==> config.mk <==
export PLATFORM = sky130hd
export DESIGN_NAME = seq_adder_nbit
export DESIGN_NICKNAME = d
export VERILOG_FILES = /design/src/rtl/seq_adder_pkg.sv /design/src/rtl/adder_nbit.sv /design/src/rtl/seq_adder_nbit.sv
export SDC_FILE = /design/constraint.sdc
export NUM_CORES = 1
export LEC_CHECK = 0
export ABC_AREA = 1
export CAP_MARGIN = 0
export CORE_UTILIZATION = 57
export CTS_BUF_LIST = sky130_fd_sc_hd__clkbuf_8
export DETAILED_ROUTE_END_ITERATION = 16
export PLACE_DENSITY = 0.87
export SLEW_MARGIN = 20
export SYNTH_ARGS = -nofsm -noshare
export SYNTH_HDL_FRONTEND = slang
export SYNTH_HIERARCHICAL = 1
export SYNTH_SLANG_ARGS = --single-unit
==> constraint.sdc <==
create_clock -name clk -period 6.8 [get_ports clk]
set_input_delay 1.36 -clock clk [delete_from_list [all_inputs] [get_ports clk]]
set_output_delay 1.36 -clock clk [all_outputs]
set_load 0.01 [all_outputs]
==> src/rtl/seq_adder_pkg.sv <==
// Shared types and defaults for the multi-cycle chunked adder.
// The optional SIGNED_OVF_EN build adds a signed-overflow flag in the top level.
package seq_adder_pkg;

  typedef enum logic [1:0] {
    IDLE = 2'd0,
    ADD  = 2'd1,
    DONE = 2'd2
  } state_t;

  localparam int DEF_WIDTH = 16;
  localparam int DEF_CHUNK = 4;

  // Chunk counter width; a single-chunk adder still needs a one-bit counter
  function automatic int cnt_width(input int n);
    return (n <= 1) ? 1 : $clog2(n);
  endfunction

endpackage

==> src/rtl/adder_nbit.sv <==
// Combinational BITS-wide ripple slice reused once per clock by seq_adder_nbit.
module adder_nbit #(
  parameter int BITS = 4
) (
  input  logic [BITS-1:0] a,
  input  logic [BITS-1:0] b,
  input  logic            carry_in,
  output logic [BITS-1:0] sum,
  output logic            carry_out
);

  assign {carry_out, sum} = {1'b0, a} + {1'b0, b} + {{BITS{1'b0}}, carry_in};

endmodule

==> src/rtl/seq_adder_nbit.sv <==
// Sequential WIDTH-bit adder that walks CHUNK bits per clock through one narrow slice.
// Define SIGNED_OVF_EN to add the signed_ovf output.
module seq_adder_nbit
  import seq_adder_pkg::*;
#(
  parameter int WIDTH = DEF_WIDTH,
  parameter int CHUNK = DEF_CHUNK
) (
  input  logic             clk,
  input  logic             n_rst,
  input  logic             start,
  input  logic [WIDTH-1:0] a,
  input  logic [WIDTH-1:0] b,
  input  logic             carry_in,
  output logic             busy,
  output logic             done,
  output logic [WIDTH-1:0] sum,
`ifdef SIGNED_OVF_EN
  output logic             signed_ovf,
`endif
  output logic             overflow
);

  localparam int N  = WIDTH / CHUNK;
  localparam int CW = cnt_width(N);

  state_t state, next_state;

  logic [WIDTH-1:0] a_reg, b_reg;
  logic             carry;
  logic [CW-1:0]    cnt;
  logic [CHUNK-1:0] a_chunk, b_chunk, chunk_sum;
  logic             chunk_cout;
  logic             accept;
  logic             last;

  assign accept  = start && (state != ADD);
  assign last    = (cnt == CW'(N - 1));
  assign a_chunk = a_reg[cnt*CHUNK +: CHUNK];
  assign b_chunk = b_reg[cnt*CHUNK +: CHUNK];

  adder_nbit #(.BITS(CHUNK)) u_slice (
    .a         (a_chunk),
    .b         (b_chunk),
    .carry_in  (carry),
    .sum       (chunk_sum),
    .carry_out (chunk_cout)
  );

  always_ff @(posedge clk or negedge n_rst) begin
    if (!n_rst) state <= IDLE;
    else        state <= next_state;
  end

  always_comb begin
    next_state = state;
    busy       = 1'b0;
    done       = 1'b0;
    case (state)
      IDLE: begin
        if (start) next_state = ADD;
      end
      ADD: begin
        busy = 1'b1;
        if (last) next_state = DONE;
      end
      DONE: begin
        done       = 1'b1;
        next_state = start ? ADD : IDLE;
      end
      default: next_state = IDLE;
    endcase
  end

  // The counter is parked on the last chunk after a sum; only an accepted start rewinds it
  always_ff @(posedge clk or negedge n_rst) begin
    if (!n_rst) begin
      a_reg      <= '0;
      b_reg      <= '0;
      carry      <= 1'b0;
      cnt        <= '0;
      sum        <= '0;
      overflow   <= 1'b0;
`ifdef SIGNED_OVF_EN
      signed_ovf <= 1'b0;
`endif
    end else if (accept) begin
      a_reg      <= a;
      b_reg      <= b;
      carry      <= carry_in;
      cnt        <= '0;
      sum        <= '0;
      overflow   <= 1'b0;
`ifdef SIGNED_OVF_EN
      signed_ovf <= 1'b0;
`endif
    end else if (state == ADD) begin
      sum[cnt*CHUNK +: CHUNK] <= chunk_sum;
      carry                   <= chunk_cout;
      if (last) begin
        overflow   <= chunk_cout;
`ifdef SIGNED_OVF_EN
        signed_ovf <= (a_reg[WIDTH-1] == b_reg[WIDTH-1]) &&
                      (chunk_sum[CHUNK-1] != a_reg[WIDTH-1]);
`endif
      end else begin
        cnt <= cnt + 1'b1;
      end
    end
  end

endmodule

==> run_results.csv <==
group,metric,value,unit
global_route,grt_pass1_wl,10400,µm
floorplanning,core_area,0.00450,mm²
clock_network,post_cts_buffers,0,
sta,skew,0.0136,ns
detailed_routing,wl,5960,µm
finish,final_cell_mix,"125 x nand2_1, 63 x nand3_1, 54 x dfrtp_1, 53 x clkdlybuf4s50_1, 29 x inv_1",
finish,final_common_cell,"nand2_1",
sta,setup_ws,3.60,ns
sta,tns,0,ns
synth,yosys_warnings,6,
global_route,grt.total_usage,25.7,%
setup_path,reg2reg_setup_slack,3.61,ns
hold_path,hp-start,"b_reg[1]",
setup_path,rr_worst_depth,11,
clock_network,cts_tree,"yes",
synth,yosysSeqAreaShare,49.0,%
floorplanning,die_y,71.6,µm
detailed_routing,drt_iter0_drc,192,
sta,rsz0062_at_grt,"no",
clock_network,clk_latency,0.31,ns
clock_network,clockBufferDepth,2,
hold_path,whs_path_depth,2,
finish,fin_nets,447,
synth,synth_fp_nets,402,
global_route,antenna_found_initial,0,
finish,multi_input_area,0.00121,mm²
global_route,overflow,0,
detailed_routing,vias,2453,
setup_path,crit_chain,"inv_1 -> nor2_1 -> clkdlybuf4s50_1",
setup_path,timing.rr.end,"sum[6]",
clock_network,cts.htree.levels,2,
run_status,status,"finished, final reports clean",
floorplanning,start_util,61.3,%
synth,synth.avg_cell_area,7.77,µm²
setup_path,criticalPathCategory,"reg -> out",
sta,maxSlewHeadroom,39.9,%
synth,synth-seq-cells,54,
place,io_buffer_count,54,
setup_path,worstPathArrival,1.84,ns
detailed_routing,dr.pass1.iters,5,
pwr,vdd_ir_drop_max,0.240,mV
floorplanning,die_w,71.6,µm
sta,finalSetupViolations,0,
clock_network,path_clk_slew,0.09,ns
synth,synth_area,0.00276,mm²
setup_path,cp-end-kind,"output port",
synth,netlist_top_cells_area,"dfrtp_1 49%, nand2_1 17%, nand3_1 11%",
floorplanning,ios,55,
sta,post-route-period-util,47.1,%
place,dp_cells,445,
detailed_routing,vias_per_cell,5.42,
finish,final-seq-area,0.00135,mm²
sta,finalMaxSlewViolations,0,
detailed_routing,drcViolationCount,0,
global_route,grt_max_degree,55,
setup_path,path_delay_family,"buffers and inverters",
pwr,power.density,488,mW/mm²
floorplanning,rows,24,
flow_run,maxCapViolations,0,
setup_path,cp_num_buf_inv,2,
finish,drive_above_1_share,2.99,%
synth,netlist.area_leader.share,49.0,%
setup_path,slowest_delay,0.61,ns
sta,min_period,3.20,ns
floorplanning,dieArea,0.00512,mm²
pwr,p_total,1.66,mW
pwr,leakagePower,1.81,nW
clock_network,holdBufCountCts,0,
hold_path,min_to,"b_reg[1]",
setup_path,critical_path_required,5.44,ns
place,pre_cts_ws,3.59,ns
finish,fill_cells,360,
sta,tightest_slew,0.900,ns
clock_network,cts-resized-gates,0,
sta,fmax,312,MHz
detailed_routing,antenna_left,0,
synth,synthDistinctLibCells,18,
clock_network,cts-buffers-inserted,5,
finish,instances_no_fill,453,
clock_network,cts_root_buffer,"clkbuf_8",
setup_path,r2r_start,"cnt[0]",
detailed_routing,avgRoutedWirePerCell,13.2,µm
setup_path,start_kind,"flip-flop",
hold_path,hp-class,"reg -> reg",
global_route,grt_pass1_vias,2456,
setup_path,cp_max_fo,10,
setup_path,worst_path_max_delay_cell,"clkdlybuf4s50_1",
finish,n_antenna_cell,0,
synth,synth_top_cell_by_area,"dfrtp_1",
finish,syn2layout_area_growth,22.9,%
synth,synth_cells,355,
place,globalplace.congestion,0.819,
place,dp_hpwl,4180,µm
clock_network,clock-sinks,54,
sta,hold_viol,0,
[power breakdown]
part           internal [mW]  total, mW  switching (mW)
sequential             0.454      0.547          0.0932
combinational          0.331      0.900           0.569
clock                  0.107      0.208           0.101
[per-layer routing]
metal / track usage [%] / wire length (µm)
met1: 30.5 / 2500
met2: 47.0 / 3130
met3: 4.36 / 244
met4: 9.37 / 95
met5: 0 / 0
[synth_stat cells, drive strengths merged]
| master | number |
|---|---|
| nor2 | 28 |
| o21ai | 10 |
| a21oi | 2 |
| fa | 2 |
| clkinv | 1 |
| xnor2 | 1 |
| nand3 | 63 |
| clkbuf | 6 |
| dfrtp | 54 |
| buf | 12 |
| inv | 28 |
| nand4 | 4 |
| o211ai | 8 |
| ha | 9 |
| nand2 | 127 |
[layout make-up]
class | instances | area share (%)
inverters | 29 | 3.21
clock inverters | 3 | 1.11
well taps | 52 | 1.92
flip-flops and latches | 54 | 39.9
repair buffers | 56 | 16.2
multi-input cells | 254 | 35.6
clock buffers | 5 | 2.03
[worst reg2reg max path, cell delays in order, from the launching register on]
cell and delay, ns:
dfrtp_1 0.57, inv_1 0.75, o21ai_0 0.28, nand2_1 0.16
fa_1 0.23, inv_1 0.07, fa_1 0.41, xnor2_1 0.27
nand2_1 0.11, nor2_1 0.15, nand2_1 0.09, nand2_1 0.06
[how the worst max path moves through the flow]
stage	from	cells after the start	slack (ns)	endpoint
after floorplan	cnt[0]	13	4.46	sum[13]
after global placement	start	5	3.69	sum[9]
after detailed placement	start	5	3.59	sum[1]
after CTS	state[0]	3	3.59	busy
after global routing	cnt[0]	12	3.36	sum[13]
final	state[0]	3	3.60	busy
[through the flow]
step	cell area [µm²]	util (%)	hold WS (ns)
floorplan	2760	-	0.437
global placement	3280	72.9	0.451
detailed placement	3280	72.9	0.459
CTS	3390	75.3	0.480
global route	3390	75.3	0.502
finish	3390	75.3	0.479
[logic make-up after synthesis]
logic type	after synthesis	share of synthesized area, %
AND/OR/NAND/NOR	222	33.6
adder cells (fa/ha/maj)	11	5.53
XOR/XNOR	1	0.318
buffers and inverters	47	7.21
AO/OA/AOI/OAI	20	4.35
flip-flops	54	49.0
No activity file was read; power rests on OpenSTA's default activity.
